### src/rtl/bcd_display_scheduler_pkg.sv
// Shared definitions for the BCD display scheduler: source and FSM encodings,
// engine sizing and the round-robin successor helper.
package bcd_display_scheduler_pkg;

  localparam int unsigned IN_W        = 32;
  localparam int unsigned NDIG        = 10;
  localparam int unsigned NSRC        = 3;
  localparam logic [3:0]  BLANK_DIGIT = 4'hF;

  typedef enum logic [1:0] {
    SRC_OUT = 2'd0,
    SRC_PC  = 2'd1,
    SRC_FP  = 2'd2
  } src_t;

  typedef enum logic [1:0] {
    ST_IDLE,
    ST_SHIFT,
    ST_DONE
  } state_t;

  function automatic src_t next_src(input src_t s);
    case (s)
      SRC_OUT: return SRC_PC;
      SRC_PC:  return SRC_FP;
      default: return SRC_OUT;
    endcase
  endfunction

endpackage

### src/rtl/bcd_display_scheduler_dd_step.sv
// One double-dabble iteration: add 3 to every BCD digit >= 5, then shift the
// accumulator left by one, pulling in the next binary MSB.
module bcd_dd_step #(
  parameter int unsigned NDIG = 10
) (
  input  logic [4*NDIG-1:0] acc,
  input  logic              bit_in,
  output logic [4*NDIG-1:0] acc_next
);

  logic [3:0] d;

  always_comb begin
    acc_next    = '0;
    acc_next[0] = bit_in;
    d           = '0;
    for (int unsigned i = 0; i < NDIG - 1; i++) begin
      d = acc[4*i +: 4];
      if (d >= 4'd5) d = d + 4'd3;
      acc_next[4*i+1 +: 4] = d;
    end
    // Top digit's carry-out is dropped: NDIG is sized so it never overflows.
    d = acc[4*(NDIG-1) +: 4];
    if (d >= 4'd5) d = d + 4'd3;
    acc_next[4*NDIG-3 +: 3] = d[2:0];
  end

endmodule

### src/rtl/bcd_display_scheduler.sv
// Shared binary-to-BCD engine serving the OUT, PC and FP seven-segment displays
// through a round-robin arbiter and a 32-step double-dabble shifter.
module bcd_display_scheduler
  import bcd_display_scheduler_pkg::*;
#(
  parameter int unsigned IN_W = bcd_display_scheduler_pkg::IN_W,
  parameter int unsigned NDIG = bcd_display_scheduler_pkg::NDIG
) (
  input  logic            clk,
  input  logic            reset,
  input  logic            out_req,
  input  logic [IN_W-1:0] out_val,
  input  logic            pc_req,
  input  logic [9:0]      pc_val,
  input  logic            fp_req,
  input  logic [IN_W-1:0] fp_val,
  input  logic            halt,
  output logic [3:0]      out_d0,
  output logic [3:0]      out_d1,
  output logic [3:0]      out_d2,
  output logic [3:0]      out_d3,
  output logic [3:0]      pc_d0,
  output logic [3:0]      pc_d1,
  output logic [3:0]      fp_d0,
  output logic [3:0]      fp_d1,
  output logic            busy,
  output logic            done,
  output logic [1:0]      done_src
);

  localparam int unsigned CNT_W = $clog2(IN_W + 1);

  state_t            state, state_next;
  logic [NSRC-1:0]   pending;
  logic [IN_W-1:0]   val_q [NSRC];
  src_t              ptr, cur, grant_src, cand;
  logic              grant_any;
  logic [IN_W-1:0]   shreg;
  logic [4*NDIG-1:0] acc, acc_step;
  logic [CNT_W-1:0]  cnt;
  logic              load, shift_en, write_en;

  // Round-robin search starting at ptr.
  always_comb begin
    grant_any = 1'b0;
    grant_src = ptr;
    cand      = ptr;
    for (int unsigned i = 0; i < NSRC; i++) begin
      if (!grant_any && pending[cand]) begin
        grant_any = 1'b1;
        grant_src = cand;
      end
      cand = next_src(cand);
    end
  end

  always_ff @(posedge clk) begin
    if (reset) state <= ST_IDLE;
    else       state <= state_next;
  end

  always_comb begin
    state_next = state;
    case (state)
      ST_IDLE:  if (grant_any) state_next = ST_SHIFT;
      ST_SHIFT: if (cnt == CNT_W'(IN_W - 1)) state_next = ST_DONE;
      ST_DONE:  state_next = ST_IDLE;
      default:  state_next = ST_IDLE;
    endcase
  end

  always_comb begin
    load     = (state == ST_IDLE) && grant_any;
    shift_en = (state == ST_SHIFT);
    write_en = (state == ST_DONE);
    busy     = (state == ST_SHIFT) || (state == ST_DONE);
  end

  // Request capture; ordering makes a same-edge strobe win over the grant clear,
  // and halt win over everything for the PC slot.
  always_ff @(posedge clk) begin
    if (reset) begin
      pending <= '0;
      for (int unsigned i = 0; i < NSRC; i++) val_q[i] <= '0;
    end else begin
      if (load) pending[grant_src] <= 1'b0;
      if (out_req) begin
        pending[SRC_OUT] <= 1'b1;
        val_q[SRC_OUT]   <= out_val;
      end
      if (pc_req && !halt) begin
        pending[SRC_PC] <= 1'b1;
        val_q[SRC_PC]   <= IN_W'(pc_val);
      end
      if (fp_req) begin
        pending[SRC_FP] <= 1'b1;
        val_q[SRC_FP]   <= fp_val;
      end
      if (halt) pending[SRC_PC] <= 1'b0;
    end
  end

  always_ff @(posedge clk) begin
    if (reset) begin
      shreg <= '0;
      acc   <= '0;
      cnt   <= '0;
      cur   <= SRC_OUT;
      ptr   <= SRC_OUT;
    end else if (load) begin
      shreg <= val_q[grant_src];
      acc   <= '0;
      cnt   <= '0;
      cur   <= grant_src;
      ptr   <= next_src(grant_src);
    end else if (shift_en) begin
      acc   <= acc_step;
      shreg <= {shreg[IN_W-2:0], 1'b0};
      cnt   <= cnt + 1'b1;
    end
  end

  bcd_dd_step #(.NDIG(NDIG)) u_step (
    .acc      (acc),
    .bit_in   (shreg[IN_W-1]),
    .acc_next (acc_step)
  );

  always_ff @(posedge clk) begin
    if (reset) begin
      out_d0   <= '0;
      out_d1   <= '0;
      out_d2   <= '0;
      out_d3   <= '0;
      pc_d0    <= '0;
      pc_d1    <= '0;
      fp_d0    <= '0;
      fp_d1    <= '0;
      done     <= 1'b0;
      done_src <= '0;
    end else begin
      done <= write_en;
      if (write_en) begin
        done_src <= cur;
        case (cur)
          SRC_OUT: begin
            out_d0 <= acc[3:0];
            out_d1 <= acc[7:4];
            out_d2 <= acc[11:8];
            out_d3 <= acc[15:12];
          end
          SRC_PC: begin
            if (!halt) begin
              pc_d0 <= acc[3:0];
              pc_d1 <= acc[7:4];
            end
          end
          SRC_FP: begin
            fp_d0 <= acc[3:0];
            fp_d1 <= acc[7:4];
          end
          default: ;
        endcase
      end
      if (halt) begin
        pc_d0 <= BLANK_DIGIT;
        pc_d1 <= BLANK_DIGIT;
      end
    end
  end

endmodule

### config.mk
export PLATFORM = sky130hd
export DESIGN_NAME = bcd_display_scheduler
export DESIGN_NICKNAME = d
export VERILOG_FILES = /design/src/rtl/bcd_display_scheduler_pkg.sv /design/src/rtl/bcd_display_scheduler_dd_step.sv /design/src/rtl/bcd_display_scheduler.sv
export SDC_FILE = /design/constraint.sdc
export NUM_CORES = 1
export LEC_CHECK = 0
export BUFFER_PORTS_ARGS = -buffer_cell sky130_fd_sc_hd__buf_2
export CAP_MARGIN = 20
export CORE_ASPECT_RATIO = 0.75
export CORE_MARGIN = 4
export CORE_UTILIZATION = 45
export CTS_CLUSTER_DIAMETER = 60
export CTS_CLUSTER_SIZE = 8
export DETAILED_ROUTE_END_ITERATION = 8
export HOLD_SLACK_MARGIN = 0.02
export PLACE_DENSITY = 0.66
export RECOVER_POWER = 100
export SLEW_MARGIN = 20
export SYNTH_ARGS = -nofsm -noshare
export SYNTH_HDL_FRONTEND = slang
export SYNTH_SLANG_ARGS = --single-unit
### constraint.sdc
create_clock -name clk -period 2.6 [get_ports clk]
set_clock_uncertainty 0.2 [all_clocks]
set_input_delay 0.13 -clock clk [delete_from_list [all_inputs] [get_ports clk]]
set_output_delay 0.13 -clock clk [all_outputs]
set_load 0.01 [all_outputs]
Word-level counts from Yosys, hierarchy flattened:

Memories as Yosys holds them, arrays and structs flattened.
Cells that the tools add are included.

* register bits after elaboration: 122
* bits in writable memories: 96
* input port bits: 80
* output and inout port bits: 36
* logic and storage cells: 142
* memories: 1

* $add $sub $neg: 11
* order comparisons: 15
* equal/unequal tests: 10
* muxes and demuxes: 55
* bitwise operators: 5
* reductions and logical operators: 26

Memory list
* val_q: words 3, bits a word 32, rd ports 1, clocked after memory_dff 0, wr ports 3, line bcd_display_scheduler.sv:35 `logic [IN_W-1:0] val_q [NSRC];`

Operators by type and width (number)
* 32-bit two-way mux: 5
* 4-bit two-way mux: 15
* 4-bit by 3-bit greater-or-equal comparator with 1-bit output, second input constant: 10
* 4-bit by 2-bit adder with 4-bit output, second input constant: 9
* 1-bit two-way mux: 21
* 2-bit one-hot mux with 2 select lines: 4
* 2-bit by 3-bit < comparator with 1-bit output, second input constant: 4
* 2-bit nonzero test: 6
* 2-bit by 1-bit equality test with 1-bit output, second input constant: 5
* 2-bit logical NOT: 5
* 2-bit two-way mux: 4
* 2-bit AND reduction: 4
* 6-bit by 1-bit adder with 6-bit output, second input constant: 1
* 1-bit binary-select mux with 2-bit select: 3
* 6-bit by 5-bit equality test with 1-bit output, second input constant: 1
* 3-bit two-way mux: 2
* 1-bit logical AND: 5
* 2-bit equality test, second input constant: 2
* 2-bit OR reduction: 2
* 3-bit by 2-bit adder with 3-bit output, second input constant: 1
* 3-bit AND: 1
* 1-bit logical NOT: 3
* 3-bit NOT: 1
* 1-bit bitwise OR: 3
* other kinds (5): 5

Logic depth before layout (Yosys ltp):

* depth after elaboration: 17
* mapped depth: 10
* mapped depth without buffers: 7

Modules after synthesis:

A second synthesis with hierarchy kept.

* cells, all modules: 902
* area, all modules: 9128.8 sq um

Modules (own cells, without submodules)
* bcd_display_scheduler: instances 1, cells an instance 745, area each 8127.8 sq um, seq. area each 4664.5 sq um
* bcd_dd_step: instances 1, cells an instance 157, area each 1001.0 sq um, seq. area each 0.0 sq um

Worst setup path before layout:

OpenSTA, ideal clock, no wires.

* path type: flip-flop to flip-flop
* from: reg state[0]
* to: reg shreg[12]
* library setup time: 135 ps
* arrival time: 1451 ps
* data required time: 2265 ps
* slack: 814 ps
* cell stages (with the launch flop): 10
* buffers on the path: 3
* clock period less this slack: 1786 ps
* cell sequence: dfxtp_1 > inv_1 > ha_1 > buf_2 > o2111a_1 > buf_2 > and2b_1 > buf_2 > nand2_1 > o31ai_2

* cells in the longest elaborated chain, start to end: 3
* elaborated cells on any way between the ends: 5
* those cells by class: eq/ne: 1; mux: 1; reduce/logical: 3

Ends and longest elaborated chain
* start: declaration: line bcd_display_scheduler.sv:33 `state_t state, state_next;`
* start signal: assignment: line bcd_display_scheduler.sv:59 `else state <= state_next;`
* 2-bit logical NOT: line bcd_display_scheduler.sv:73 `load = (state == ST_IDLE) && grant_any;`
* 1-bit logical AND: line bcd_display_scheduler.sv:73
* 32-bit two-way mux / 2-bit nonzero test (equally long branches)
* end signal: assignment: line bcd_display_scheduler.sv:111 `shreg <= val_q[grant_src];`
* end signal: assignment: line bcd_display_scheduler.sv:118 `shreg <= {shreg[IN_W-2:0], 1'b0};`
* end: declaration: line bcd_display_scheduler.sv:38 `logic [IN_W-1:0] shreg;`

Parallel ways exist; a longest one is shown, timed or not.
A chain may end at the register's enable or synchronous reset.

Final worst setup path:

* from: reg ptr[0]
* to: reg pending[1]

* cells in the longest elaborated chain, start to end: 17
* elaborated cells on any way between the ends: 32
* those cells by class: order compare: 2; eq/ne: 2; mux: 17; bitwise: 2; reduce/logical: 9

Ends and longest elaborated chain
* start: declaration: line bcd_display_scheduler.sv:36 `src_t ptr, cur, grant_src, cand;`
* start signal: assignment: line bcd_display_scheduler.sv:115 `ptr <= next_src(grant_src);`
* parallel branches: the longest is 17 deep, another holds 2-bit by 3-bit < comparator with 1-bit output
* end signal: indexed assignment: line bcd_display_scheduler.sv:86 `if (load) pending[grant_src] <= 1'b0;`
* end signal: indexed assignment: line bcd_display_scheduler.sv:88 `pending[SRC_OUT] <= 1'b1;`
* end signal: indexed assignment: line bcd_display_scheduler.sv:92 `pending[SRC_PC] <= 1'b1;`
* end: declaration: line bcd_display_scheduler.sv:34 `logic [NSRC-1:0] pending;`

Several ways; the timed one is not identified. The select of a mux whose other input is x is not followed.

==> results by group <==
CTS
  • Clock tree from TritonCTS: done
  • Clock latency on the worst-skew pair: roughly 0.43 ns
  • Clock transition at the registers of the reported paths: 0.06 ns
  • Gates resized, CTS repair: 0
  • Number of setup buffers added after CTS: 0
  • Clock H-tree levels: 4
  • Hold_buf cts: 79
  • TritonCTS Sinks: 172
  • Clock Root Buffer: clkbuf_16
  • Maximum clock insertion buffer count: 2
  • Total CTS buffers: 17

Route
  • Violation count after the first detailed-route iteration: between 400 and 500
  • DRC viols: 0
  • DR pass1 iterations: 5
  • Average routed wire per standard cell: around 16 um
  • Final wirelength: between 15000 and 20000 um
  • Total number of vias: ~5900
  • Via count normalized by instance count: about 5.2
  • Detail Route Antenna Nets: 0

STA
  • Worst-case headroom to the max-slew limit: a little over two fifths
  • Total setup violations reported at the end of the flow: 0
  • Unrepaired setup endpoints after global routing: no
  • Final max-slew violation count: 0
  • Final worst path period share: 92.89%
  • Worst hold slack: between 0.2 and 0.25 ns
  • Tightest Pin Transition: between 0.8 and 0.9 ns
  • Crit path time final: between 2 and 2.5 ns
  • Final worst slack: 0.1849 ns
  • Total negative setup slack: 0 ns
  • Count of endpoints failing hold in the final timing report: 0
  • Max Clk Rate: around 0.41 GHz

Synthesis
  • Multiplexer share of the synthesized area: approximately 2.4%
  • Largest cells by area after synthesis: edfxtp_1 30%, dfxtp_1 26%, and2_1 6.2%, nand2_1 4.5%, a21oi_1 3.2%
  • FF+latch count, synth: 172
  • Synthesized-area fraction occupied by and/or/nand/nor cells: around 18%
  • Post-Synth XOR/XNOR Area: ~1.4%
  • Synthesized-area fraction occupied by adder cells: 2.023%
  • Main combinational cell family by area after synthesis: simple AND/OR/NAND/NOR gates
  • Post-Syn Instances: a little over 700
  • Share of flip-flops with an asynchronous set or reset: 0%
  • Synth Net Count: roughly 810
  • Area of the mapped netlist: between 7000 and 8000 um2
  • Syn_area_per_cell: 10.28 um2
  • Syn. warnings: 0
  • Post-synth EDFFs: between 70 and 80
  • Number of library cell types mapped by synthesis: between 50 and 60
  • Proportion of netlist area held by the largest area contributor: ~30%
  • Post-synthesis cell type with the largest combined area: edfxtp_1
  • Area fraction in compound gates after synthesis: between 10% and 20%
  • Most instantiated flip-flop cell in the synthesis netlist: dfxtp_1
  • Sequential element share of the synthesized area: between 50% and 60%

Cells and area
  • Share of cells above drive strength 1: about 15%
  • Layout overhead on the synthesized area: 27.44%
  • Number of nets in the layout: between 900 and 1000
  • Sequential cell area: 4184 um2
  • Total area of multi-input combinational cells: between 2000 and 3000 um2
  • Number of diodes added for antenna fixing: 0
  • Count of fill cells added during filler insertion: 1353

Worst setup path
  • Worst-path maximum fanout: 8
  • Count of buffer and inverter cells on the critical path: 1
  • Worst endpoint required time: 2.72 ns
  • Slowest stage cell, crit path: dlygate4sd3_1
  • Crit end category: register
  • Critical Path Start Type: register
  • Crit-path cells: nor2b_1 > o21ai_1 > nand3b_1 > a21oi_1 > nor3_1 > dlygate4sd3_1
  • Signal arrival time at the worst endpoint: about 2.5 ns
  • Category of cells accounting for the largest share of critical-path delay: compound AO/OA/AOI/OAI gates
  • CP peak stage delay: 0.57 ns
  • Critical path class: reg2reg

Floorplanning
  • Die Width: between 150 and 200 um
  • Vertical extent of the die: 119.2 um
  • Number of primary I/O pins: between 100 and 150
  • Die area: ~19000 um2
  • Row count: 40
  • Core area: ~16000 um2
  • Effective utilization at floorplan: approximately 46%

Outcome
  • Status: complete, no violations

Pwr
  • Maximum vdd ir drop: ~0.00043 V
  • Static Leak: roughly 3.6 nW
  • Pwr Density: between 700 and 800 nW/um2

Placement
  • RePlAce Congestion: a little under 0.8
  • Port-buffer cells: around 120
  • Setup slack after placement: around 0.53 ns
  • Placed wire-length estimate: 11200 um

Global route
  • Overall track demand over capacity in global routing: between 15 and 20%
  • Antenna violations before repair: 0
  • Maximum number of pins on one net before global-route repair: 43
  • Global-route wire length before repair: 29010 um
  • Total congestion overflow: 0
  • Via count of the first global-routing pass: roughly 5700

Job
  • Max-cap violation count: 0

Worst hold path
  • HP Class: reg2reg
-- flip-flops by register name, summed over array words and instances (netlist names), 6 cells and up --
name	cells
val_q	74
shreg	32
acc	16
cnt	6
-- cells by family (layout without fill, tap and decap cells) --
group,after synthesis,after routing
AND/OR/NAND/NOR,268,268
AO/OA/AOI/OAI,179,179
flip-flops,172,172
buffers and inverters,61,255
multiplexers,18,18
adder cells (fa/ha/maj),12,12
XOR/XNOR,12,12
-- path summary, 6_finish.rpt --
path / from / end / slack [ns] / depth (start not counted)
max: ptr[0]$_SDFFE_PP0P_ / pending[1]$_SDFFE_PP0P_ / 0.18 / 6
min: val_q[0][28]$_SDFFCE_PP0P_ / shreg[28]$_SDFFE_PP0P_ / 0.24 / 2
max reg2reg: ptr[0]$_SDFFE_PP0P_ / pending[1]$_SDFFE_PP0P_ / 0.18 / 6
min reg2reg: val_q[0][28]$_SDFFCE_PP0P_ / shreg[28]$_SDFFE_PP0P_ / 0.24 / 2
-- per-stage QoR --
step	instances	cell area, um2	utilization (%)	power [W]
after global placement	1015	8139	50.50	0.004867
after CTS	1126	9529	59.13	0.007595
after floorplan	722	7423	-	0.004574
after detailed placement	1015	8139	50.50	0.004928
after global routing	1126	9460	58.70	0.007911
final	1126	9460	58.70	0.007523
-- worst min-delay path, delay by kind of cell (launching register included) --
family | cells | cell delay (ns)
simple gates | 1 | 0.04
compound gates | 1 | 0.05
flops | 1 | 0.32
-- Yosys cell counts (3+ instances only) --
master,n
dfxtp_1,98
xor2_1,3
nor3_1,3
a21boi_1,20
or2_2,3
nand2_1,89
o21ai_0,16
a31oi_1,8
edfxtp_1,74
a21boi_0,3
a21oi_1,48
o31ai_1,13
nand2b_1,9
o2bb2ai_1,7
and2_1,74
o21ai_1,28
a22oi_1,7
a21o_1,3
nand3b_1,4
inv_1,13
buf_6,6
ha_1,12
mux2i_1,18
buf_2,11
nor2_1,56
o211ai_1,3
o31ai_2,10
clkbuf_1,25
nand3_1,17
xnor2_1,9
-- metal layers --
layer,GRT usage (%),vias up,routed length [um]
li1,-,2874,-
met1,25.98,2788,8037
met2,31.14,168,8283
met3,4.541,29,892
met4,6.504,0,304
met5,0,-,0
-- layout make-up --
class	count	share of cell area, %
Clock inverter	14	1.799
Inverter	15	0.5952
Sequential cell	172	44.23
Timing Repair Buffer	208	14.85
Tap cell	210	2.777
Clock buffer	18	4.536
Multi-Input combinational cell	489	31.21
-- power breakdown --
part | total, W | switching [W] | internal [W]
clock network | 0.00259 | 0.00107 | 0.00151
registers | 0.00336 | 0.000188 | 0.00317
logic | 0.00158 | 0.000919 | 0.000660
total | 0.00752 | 0.00218 | 0.00534
-- placed cells by master (no fill, tap or decap), types with 4 or more instances in the layout --
| master | n |
|---|---|
| dlygate4sd3_1 | 79 |
| and2_0 | 46 |
| inv_1 | 13 |
| o21ai_1 | 19 |
| ha_1 | 12 |
| clkbuf_16 | 17 |
| buf_4 | 6 |
| dfxtp_1 | 98 |
| a21oi_1 | 47 |
| o21ai_0 | 25 |
| mux2i_1 | 18 |
| a22oi_1 | 7 |
| buf_2 | 79 |
| nand3_1 | 17 |
| nand2_1 | 89 |
| o31ai_1 | 13 |
| edfxtp_1 | 74 |
| o2bb2ai_1 | 7 |
| a21boi_0 | 10 |
| and2_1 | 28 |
| clkbuf_2 | 4 |
| clkinvlp_4 | 4 |
| a31oi_1 | 8 |
| o31ai_2 | 10 |
| xnor2_1 | 9 |
| clkbuf_1 | 40 |
| a21boi_1 | 13 |
| nor2_1 | 56 |
| nand2b_1 | 9 |
| nand3b_1 | 4 |
Note: power is estimated with default switching activity, not from simulation.
